**config.mk**
```make
export PLATFORM = sky130hd
export DESIGN_NAME = mc_control_unit
export DESIGN_NICKNAME = d
export VERILOG_FILES = /design/src/rtl/mc_ctrl_pkg.sv /design/src/rtl/mc_wait_timer.sv /design/src/rtl/mc_control_unit.sv
export SDC_FILE = /design/constraint.sdc
export NUM_CORES = 1
export LEC_CHECK = 0
export ABC_AREA = 1
export CAP_MARGIN = 20
export CORE_ASPECT_RATIO = 1.4
export CORE_UTILIZATION = 30
export DETAILED_ROUTE_END_ITERATION = 6
export PLACE_DENSITY_LB_ADDON = 0.12
export SYNTH_ARGS = -nofsm -noshare
export SYNTH_HDL_FRONTEND = slang
export SYNTH_SLANG_ARGS = --single-unit
```
**constraint.sdc**
```tcl
create_clock -name clk -period 3.6 [get_ports clk]
set_input_delay 0.36 -clock clk [delete_from_list [all_inputs] [get_ports clk]]
set_output_delay 0.36 -clock clk [all_outputs]
set_load 0.05 [all_outputs]
```
**src/rtl/mc_ctrl_pkg.sv**
```systemverilog
// Shared encodings for the multicycle control unit: state codes, opcodes,
// ALU operation, ALU B-source and PC source selects.
package mc_ctrl_pkg;

   typedef enum logic [3:0] {
      S_IDLE     = 4'd0,
      S_FETCH    = 4'd1,
      S_DECODE   = 4'd2,
      S_MEM_ADDR = 4'd3,
      S_MEM_RD   = 4'd4,
      S_MEM_WB   = 4'd5,
      S_MEM_WR   = 4'd6,
      S_EXEC_R   = 4'd7,
      S_WB_R     = 4'd8,
      S_EXEC_I   = 4'd9,
      S_WB_I     = 4'd10,
      S_BRANCH   = 4'd11,
`ifdef MC_JUMP_EN
      S_JUMP     = 4'd12,
`endif
      S_FAULT    = 4'd13
   } state_t;

   localparam logic [5:0] OP_RTYPE = 6'b000000;
   localparam logic [5:0] OP_LW    = 6'b100011;
   localparam logic [5:0] OP_SW    = 6'b101011;
   localparam logic [5:0] OP_ADDI  = 6'b001000;
   localparam logic [5:0] OP_BEQ   = 6'b000100;
   localparam logic [5:0] OP_J     = 6'b000010;

   localparam logic [1:0] ALU_ADD   = 2'b00;
   localparam logic [1:0] ALU_SUB   = 2'b01;
   localparam logic [1:0] ALU_FUNCT = 2'b10;

   localparam logic [1:0] PC_ALU    = 2'b00;
   localparam logic [1:0] PC_ALUOUT = 2'b01;
   localparam logic [1:0] PC_JUMP   = 2'b10;

   localparam logic [1:0] SRCB_REG    = 2'b00;
   localparam logic [1:0] SRCB_FOUR   = 2'b01;
   localparam logic [1:0] SRCB_IMM    = 2'b10;
   localparam logic [1:0] SRCB_IMM_SH = 2'b11;

endpackage

```
**src/rtl/mc_wait_timer.sv**
```systemverilog
// Memory-wait watchdog: counts waiting cycles, flags expiry on the
// TIMEOUT-th consecutive waiting cycle.
module mc_wait_timer #(
   parameter int unsigned TIMEOUT = 16
) (
   input  logic clk,
   input  logic rst_n,
   input  logic clear,
   input  logic inc,
   output logic expired
);

   localparam int unsigned CW = $clog2(TIMEOUT + 1);

   logic [CW-1:0] count;

   always_ff @(posedge clk or negedge rst_n) begin
      if (!rst_n)
         count <= '0;
      else if (clear)
         count <= '0;
      else if (inc && !expired)
         count <= count + 1'b1;
   end

   // count holds the number of waiting cycles already completed
   assign expired = (count >= CW'(TIMEOUT - 1));

endmodule

```
**src/rtl/mc_control_unit.sv**
```systemverilog
// Multicycle CPU control FSM (Moore outputs, with mem_ready/zero gating).
// Optional macro MC_JUMP_EN enables the JUMP state for opcode 000010.
module mc_control_unit
   import mc_ctrl_pkg::*;
#(
   parameter int unsigned OPW     = 6,
   parameter int unsigned TIMEOUT = 16
) (
   input  logic           clk,
   input  logic           rst_n,
   input  logic           run,
   input  logic [OPW-1:0] opcode,
   input  logic           zero,
   input  logic           mem_ready,
   output logic           pc_write,
   output logic           pc_write_cond,
   output logic           ir_write,
   output logic           i_or_d,
   output logic           mem_read,
   output logic           mem_write,
   output logic           reg_write,
   output logic           reg_dst,
   output logic           mem_to_reg,
   output logic           alu_src_a,
   output logic [1:0]     alu_src_b,
   output logic [1:0]     alu_op,
   output logic [1:0]     pc_src,
   output logic [3:0]     state_o,
   output logic           busy,
   output logic           instr_done,
   output logic           fault
);

   state_t state, next;
   logic   waiting, expired;
   state_t end_next;

   assign waiting  = (state == S_FETCH) || (state == S_MEM_RD) || (state == S_MEM_WR);
   assign end_next = run ? S_FETCH : S_IDLE;

   mc_wait_timer #(.TIMEOUT(TIMEOUT)) u_wait_timer (
      .clk     (clk),
      .rst_n   (rst_n),
      .clear   (!waiting || mem_ready),
      .inc     (waiting && !mem_ready),
      .expired (expired)
   );

   always_ff @(posedge clk or negedge rst_n) begin
      if (!rst_n)
         state <= S_IDLE;
      else
         state <= next;
   end

   always_comb begin
      next          = state;
      pc_write      = 1'b0;
      pc_write_cond = 1'b0;
      ir_write      = 1'b0;
      i_or_d        = 1'b0;
      mem_read      = 1'b0;
      mem_write     = 1'b0;
      reg_write     = 1'b0;
      reg_dst       = 1'b0;
      mem_to_reg    = 1'b0;
      alu_src_a     = 1'b0;
      alu_src_b     = SRCB_REG;
      alu_op        = ALU_ADD;
      pc_src        = PC_ALU;
      instr_done    = 1'b0;

      unique case (state)
         S_IDLE: if (run) next = S_FETCH;
         S_FETCH: begin
            mem_read  = 1'b1;
            alu_src_b = SRCB_FOUR;
            ir_write  = mem_ready;
            pc_write  = mem_ready;
            if (mem_ready)    next = S_DECODE;
            else if (expired) next = S_FAULT;
         end
         S_DECODE: begin
            alu_src_b = SRCB_IMM_SH;
            case (opcode)
               OPW'(OP_RTYPE): next = S_EXEC_R;
               OPW'(OP_LW),
               OPW'(OP_SW):    next = S_MEM_ADDR;
               OPW'(OP_ADDI):  next = S_EXEC_I;
               OPW'(OP_BEQ):   next = S_BRANCH;
`ifdef MC_JUMP_EN
               OPW'(OP_J):     next = S_JUMP;
`endif
               default:        next = S_FAULT;
            endcase
         end
         S_MEM_ADDR: begin
            alu_src_a = 1'b1;
            alu_src_b = SRCB_IMM;
            next      = (opcode == OPW'(OP_LW)) ? S_MEM_RD : S_MEM_WR;
         end
         S_MEM_RD: begin
            mem_read = 1'b1;
            i_or_d   = 1'b1;
            if (mem_ready)    next = S_MEM_WB;
            else if (expired) next = S_FAULT;
         end
         S_MEM_WB: begin
            reg_write  = 1'b1;
            mem_to_reg = 1'b1;
            instr_done = 1'b1;
            next       = end_next;
         end
         S_MEM_WR: begin
            mem_write = 1'b1;
            i_or_d    = 1'b1;
            if (mem_ready) begin
               instr_done = 1'b1;
               next       = end_next;
            end else if (expired) begin
               next = S_FAULT;
            end
         end
         S_EXEC_R: begin
            alu_src_a = 1'b1;
            alu_op    = ALU_FUNCT;
            next      = S_WB_R;
         end
         S_WB_R: begin
            reg_write  = 1'b1;
            reg_dst    = 1'b1;
            instr_done = 1'b1;
            next       = end_next;
         end
         S_EXEC_I: begin
            alu_src_a = 1'b1;
            alu_src_b = SRCB_IMM;
            next      = S_WB_I;
         end
         S_WB_I: begin
            reg_write  = 1'b1;
            instr_done = 1'b1;
            next       = end_next;
         end
         S_BRANCH: begin
            alu_src_a     = 1'b1;
            alu_op        = ALU_SUB;
            pc_src        = PC_ALUOUT;
            pc_write_cond = 1'b1;
            pc_write      = zero;
            instr_done    = 1'b1;
            next          = end_next;
         end
`ifdef MC_JUMP_EN
         S_JUMP: begin
            pc_write   = 1'b1;
            pc_src     = PC_JUMP;
            instr_done = 1'b1;
            next       = end_next;
         end
`endif
         S_FAULT: next = S_FAULT;
         default: next = S_FAULT;
      endcase
   end

   assign state_o = state;
   assign busy    = (state != S_IDLE);
   assign fault   = (state == S_FAULT);

endmodule

```
* Yosys cells after proc, flatten, opt, wreduce, memory -nomap -nowiden *
Index checks and enable logic that the tools add are counted.

storage, ports and cells
  register bits = 9
  input port bits = 11
  output and inout port bits = 23
  logic and storage cells = 66

cells by class
  reduce and logical (&&, ||, !) cells = 19
  muxes and demuxes = 26
  add/subtract/negate cells = 1
  eq/ne operators = 17
  order comparisons = 1

operators by type and width
  operator             number
  $pmux 4 s9           1
  $eq 4x4->1 const B   5
  $mux 4               5
  $eq 4x3->1 const B   4
  $pmux 4 s4           1
  $eq 6x6->1 const B   2
  $mux 1               12
  $mux 5               2
  $eq 4x2->1 const B   2
  $reduce_or 2->1      4
  $reduce_or 4->1      2
  $eq 6x3->1 const B   1
  $eq 6x4->1 const B   1
  $logic_not 6->1      1
  $pmux 2 s3           1
  $add 5x1->5 const B  1
  $ge 5x4->1 const B   1
  $eq 4x1->1 const B   1
  $logic_not 4->1      1
  $pmux 1 s2           2
  $pmux 2 s2           1
  $reduce_bool 4->1    1
  $logic_not 1->1      3
  $logic_or 1x1->1     3
  other kinds (5)      6

* Depth between registers and ports, before layout *
Gate-level depths: netlist of run 1.

  word-level depth = 7
  depth in mapped cells = 10
  gate-level depth less buffers = 10

* Cells and area by module *
A second synthesis of run 1 with hierarchy kept.

unflattened totals
  cell total of the unflattened synthesis = 146
  area, all modules = 867.1 um^2

modules (own cells, without submodules)
  module           area an instance (um^2)  times used  seq. area each (um^2)  cells each
  mc_control_unit  558.0                    1           100.1                  107
  mc_wait_timer    309.0                    1           125.1                  39

* Worst setup path before layout of run 1 *
Ideal clock, no wire load.

  path kind = register -> output
  start = reg state[0], in the netlist state_o[0]
  end = out pc_write
  slack = 1042 ps
  required time = 3240 ps
  cell stages (with the launch flop) = 5
  path buffers = 0
  data arrival time = 2198 ps
  cells stage by stage = dfrtp_1 -> inv_2 -> nor2_4 -> nand2_1 -> o21ai_0

on the way
  word-level cells in the longest chain between the ends = 2
  elaborated cells on any way between the ends = 3
  classes of those cells = eq/ne: 2; mux: 1

ends and longest elaborated chain
  item                                             RTL line               source
  start, declared                                  mc_control_unit.sv:34  state_t state, next;
  start signal, assigned                           mc_control_unit.sv:53  state <= next;
  $eq 4x4->1 / $eq 4x1->1 (equally long branches)  mc_control_unit.sv:73  unique case (state)
  $pmux 1 s2 (*)                                   mc_control_unit.sv:73
  end, declared                                    mc_control_unit.sv:15  output logic pc_write,

Every way passes the cells marked *; elsewhere a longest branch is shown, timed or not.

* Worst setup path after layout of run 1 *
  start = reg state[1], in the netlist state_o[1]
  end = out pc_write

Same word-level chain as after synthesis.

==> flow_summary.toml, run 1 <==
[finish]
nFillCells = 309
final_common_cell = "nand2_1"
syn2layout_area_growth_pct = 43.5
finalNetCount = 180
final_util = 0.455
antenna_cells = 0
instances_no_fill = 202
final_cell_mix = "40 x nand2_1, 32 x clkdlybuf4s50_1, 22 x inv_1, 14 x nor2_1, 14 x nand3_1"
drive_above_1_share = 0.0964

[synthesis]
yosys_warnings = 0
synth_cell_type_count = 23
synth_nets = 147
yosysSeqAreaShare = 0.269
syn_area_um2 = 837
synth_seq_cells = 9
syn_avg_cell_area_um2 = 6.25
netlist_instances = 134

[run_status]
status = "finished clean"

[clocking]
htree_levels = 1
cts_sinks = 9
clock_latency_ns = 0.26
cts_tree = "yes"
cts_setup_buffers = 0
cts_max_path_buffers = 2
cts-hold-fix-buffers = 0
ctsResizeCount = 0
clk_pin_slew_ns = 0.06
clockRootBuffer = "clkbuf_4"
numCtsBuffers = 3

[power_and_ir_drop]
power_density_nw_per_um2 = 165
p_leak_nw = 0.595
vdd_drop_max_v = 0.000173
power_w = 0.000198

[routing]
drt-pass1-iter-count = 4
wl_um = 2180
drc = 0
drt_iter0_drc = 5
ant_nets = 0
vias_per_cell = 4.62
vias = 933
drt-wirelength-per-cell_um = 10.8

[setup_path]
critPathKind = "reg2out"
arrival_ns = 2.24
cp-end-kind = "output port"
cp_max_fo = 9
required_ns = 3.24
worstSetupStartpointType = "register"

[sta]
skew_ns = 0.00484
tightest_slew_ns = 0.508
slew_violations = 0
hold_ws_ns = 0.389
finalSetupViolCount = 0
fmax_mhz = 385
rsz0062_at_grt = "false"
fin_crit_sh = 0.721
hold_viol = 0
tns_ns = 0
min_period_ns = 2.60
slew_headroom = 0.660

[floorplanning]
die_h_um = 64.5
die_w_um = 46.6
start_util = 0.317
die-area_um2 = 3010
fp.coreArea_um2 = 2640
num_rows = 22
ios = 34

[global_routing]
grt_overflow = 0
grt_pass1_vias = 937
grt_max_degree = 10
grt_use_total = 0.171
antenna_found_initial = 0
grt_pass1_wl_um = 3750

[run]
drv_cap = 0

[place]
dpl.cell_count = 198
portBuffers = 32
gp_congestion = 0.913
hpwl_um = 1850

[hold_path]
holdCritPathClass = "in2async"
[synth_stat cells]
library cell | n | share of area
a21oi_2 | 2 | 0.021
ha_1 | 2 | 0.030
o21bai_1 | 1 | 0.0090
o211ai_1 | 1 | 0.0090
dfrtp_1 | 9 | 0.27
o21a_1 | 1 | 0.0090
a21oi_1 | 2 | 0.012
buf_2 | 1 | 0.0060
nor2_1 | 14 | 0.063
nor2_4 | 3 | 0.040
inv_2 | 2 | 0.0090
nand3_2 | 2 | 0.024
inv_1 | 22 | 0.099
o21ai_0 | 6 | 0.036
nand2_4 | 1 | 0.013
nor2_2 | 1 | 0.0075
nand4_1 | 3 | 0.022
nand2_1 | 40 | 0.18
nand3_1 | 14 | 0.084
nor3_1 | 1 | 0.0060
conb_1 | 1 | 0.0045
buf_4 | 3 | 0.027
o21ai_2 | 2 | 0.021
[state kept, by name, summed over array words and instances, names as in the netlist]
register,cells
state_o,4
u_wait_timer.count,5
[path summary, 6_finish.rpt]
| path | start | endpoint | slack [ns] | cells past startpoint |
|---|---|---|---|---|
| setup / recovery | state_o[1] | pc_write | 1.00 | 7 |
| hold / removal | rst_n | u_wait_timer.count[2] | 0.39 | 1 |
| setup reg to reg | u_wait_timer.count[0] | state_o[2] | 1.76 | 8 |
| hold reg to reg | u_wait_timer.count[4] | u_wait_timer.count[4] | 0.52 | 1 |
| max in group asynchronous | rst_n | state_o[3] | 2.93 | 1 |
| min in group clk | u_wait_timer.count[4] | u_wait_timer.count[4] | 0.52 | 1 |
[critical path, cell delays in order, from the launching register on]
cell             delay, ns
dfrtp_1               0.53
nand2_1               0.09
inv_1                 0.13
nand2_1               0.12
inv_1                 0.12
nand2_1               0.06
o21ai_0               0.08
clkdlybuf4s50_1       0.84
[metal layers]
| layer | wire length (um) | GRT usage | vias up |
|---|---|---|---|
| met4 | 86 | 0.111 | 0 |
| met1 | 864 | 0.172 | 417 |
| met2 | 1190 | 0.309 | 26 |
| met5 | 0 | 0 | - |
| met3 | 44 | 0.0167 | 8 |
| li1 | - | - | 482 |
[cell type report]
type,count,area [um2],share of cell area
multi-input combinational,97,494,0.411
sequential,9,225,0.188
tap,36,45.0,0.0375
inverter,24,90.1,0.0750
timing repair buffer,32,320,0.267
clock buffer,4,26.3,0.0219
[power breakdown]
group,leakage [nW],internal [W],switching [W]
clock network,0.0150,0.0000425,0.0000326
logic,0.470,0.0000111,0.0000109
registers,0.110,0.000101,0
total,0.595,0.000155,0.0000435
[cells by family after synthesis]
logic type	share of synthesized area
AOI/OAI and AO/OA	0.117
adders and majority gates	0.0299
buffers and inverters	0.141
DFF	0.269
other	0.00448
and+or+nand+nor	0.439
[metrics by stage]
step / instance area (um2) / setup WS, ns
2_1_floorplan: 837 / 1.04
3_3_place_gp: 1170 / 1.27
3_5_place_dp: 1170 / 1.19
4_1_cts: 1200 / 0.973
5_1_grt: 1200 / 0.878
6_report: 1200 / 1.00
Note: power is estimated with default switching activity, not from simulation.
==> inputs of run 2 (changes only) <==
Clock period 3.6 ns to 2.7 ns, I/O delays scaled along.
==> run 2 against run 1 <==
  * Sequential share of layout area stayed put
  * Critical path depth is 1 lower
  * Clock power rose by 33%
  * Via count shrank 0.11%
  * Sequential power increased by 34%
  * Total power is 33% higher
  * Worst setup slack worse by 0.74 ns
  * Cell area did not move
  * Non-clock buffer count did not move
  * Wire length is 2.1% lower
  * Sequential cell count stayed put
  * Critical endpoint is now alu_src_b[1]
  * Highest routed layer unchanged
==> flow_summary.toml, run 2 (synthesized netlist as in run 1, its figures left out) <==
[clocking]
cts_sinks = 9
clk_pin_slew_ns = 0.06
cts_max_path_buffers = 2
cts_tree = "yes"
ctsResizeCount = 0
htree_levels = 1
clock_latency_ns = 0.26
numCtsBuffers = 3
cts-hold-fix-buffers = 0
clockRootBuffer = "clkbuf_4"
cts_setup_buffers = 0

[floorplanning]
die_h_um = 64.5
fp.coreArea_um2 = 2640
num_rows = 22
start_util = 0.317
ios = 34
die-area_um2 = 3010
die_w_um = 46.6

[setup_path]
rr_startpoint = "u_wait_timer.count[0]"
cp-end-kind = "output port"
arrival_ns = 2.17
worstSetupStartpointType = "register"
reg2reg_to = "state_o[2]"
cp_max_fo = 6
endpoint = "alu_src_b[1]"
required_ns = 2.43
regToRegSetupSlack_ns = 0.84
critPathKind = "reg2out"
crit_path_start = "state_o[3]"
reg2reg_depth = 8

[place]
hpwl_um = 1850
gp_congestion = 0.894
dpl.cell_count = 198
portBuffers = 32

[finish]
syn2layout_area_growth_pct = 43.5
finalNetCount = 180
largest_register_ffs = 5
final_cell_mix = "40 x nand2_1, 32 x clkdlybuf4s50_1, 22 x inv_1, 14 x nor2_1, 14 x nand3_1"
final_common_cell = "nand2_1"
drive_above_1_share = 0.0964
regMostFlops = "u_wait_timer.count"
nFillCells = 312
final_util = 0.455
instances_no_fill = 202
antenna_cells = 0

[power_and_ir_drop]
power_density_nw_per_um2 = 220
vdd_drop_max_v = 0.000243
p_leak_nw = 0.595

[global_routing]
grt_overflow = 0
grt_max_degree = 10
antenna_found_initial = 0
grt_pass1_vias = 890
grt_pass1_wl_um = 3550
grt_use_total = 0.159

[sta]
skew_ns = 0.00312
fmax_mhz = 410
finalSetupViolCount = 0
slew_violations = 0
tightest_slew_ns = 0.512
slew_headroom = 0.658
rsz0062_at_grt = "false"
tns_ns = 0
min_period_ns = 2.44
hold_ws_ns = 0.312
hold_viol = 0
fin_crit_sh = 0.903

[routing]
vias = 932
vias_per_cell = 4.61
drt-wirelength-per-cell_um = 10.6
drt-pass1-iter-count = 4
drt_iter0_drc = 24
wl_um = 2140
drc = 0
ant_nets = 0

[run_status]
status = "finished clean"

[hold_path]
holdCritPathClass = "in2async"

[run]
drv_cap = 0
[run 2: cell counts in the layout (fill, tap and decap cells not counted)]
No cell type changed its count.
[run 2: final cells by class]
class | count | area (um2) | share of cell area
clock buffers | 4 | 26.3 | 0.0219
repair buffers | 32 | 320 | 0.267
well taps | 36 | 45.0 | 0.0375
flip-flops and latches | 9 | 225 | 0.188
multi-input cells | 97 | 494 | 0.411
inverters | 24 | 90.1 | 0.0750
[run 2: worst min-delay path by stage]
stage	to	slack, ns	depth (start not counted)
after CTS	u_wait_timer.count[2]	0.32	1
after floorplan	state_o[0]	-0.03	0
after global placement	u_wait_timer.count[4]	0.50	1
final	u_wait_timer.count[3]	0.31	1
after global routing	u_wait_timer.count[3]	0.35	1
after detailed placement	u_wait_timer.count[4]	0.52	1
[run 2: through the flow]
stage                     setup WS, ns  power [W]  area (um2)
final                            0.263   0.000264        1200
after global routing             0.131   0.000277        1200
after CTS                        0.252   0.000270        1200
after detailed placement         0.517   0.000167        1170
after global placement           0.507   0.000167        1170
after floorplan                  0.232   0.000148         837
[run 2: worst max-delay path, cell delays in order (launching register included)]
cell and delay, ns:
dfrtp_1 0.46, nor2_4 0.20, nand2_1 0.09, nor2_1 0.21, inv_1 0.09, nand3_1 0.07
clkdlybuf4s50_1 0.79
[run 2: metal layers]
metal | global-route usage | wire [um]
met1 | 0.159 | 853
met2 | 0.304 | 1170
met3 | 0.00836 | 67
met4 | 0.0786 | 51
met5 | 0 | 0
[run 2: where the power goes]
group          leakage (nW)  switching (W)  internal (W)  total [W]
sequential            0.110              0      0.000135   0.000135
combinational         0.470      0.0000143     0.0000148  0.0000291
clock                0.0150      0.0000430     0.0000567  0.0000997
total                 0.595      0.0000574      0.000206   0.000264
==> inputs of run 3 (changes only) <==
Settings changed: SKIP_CTS_REPAIR_TIMING from default to 1.
==> results of run 3 <==
Final layout, timing and power as in run 2 (identical DEF).
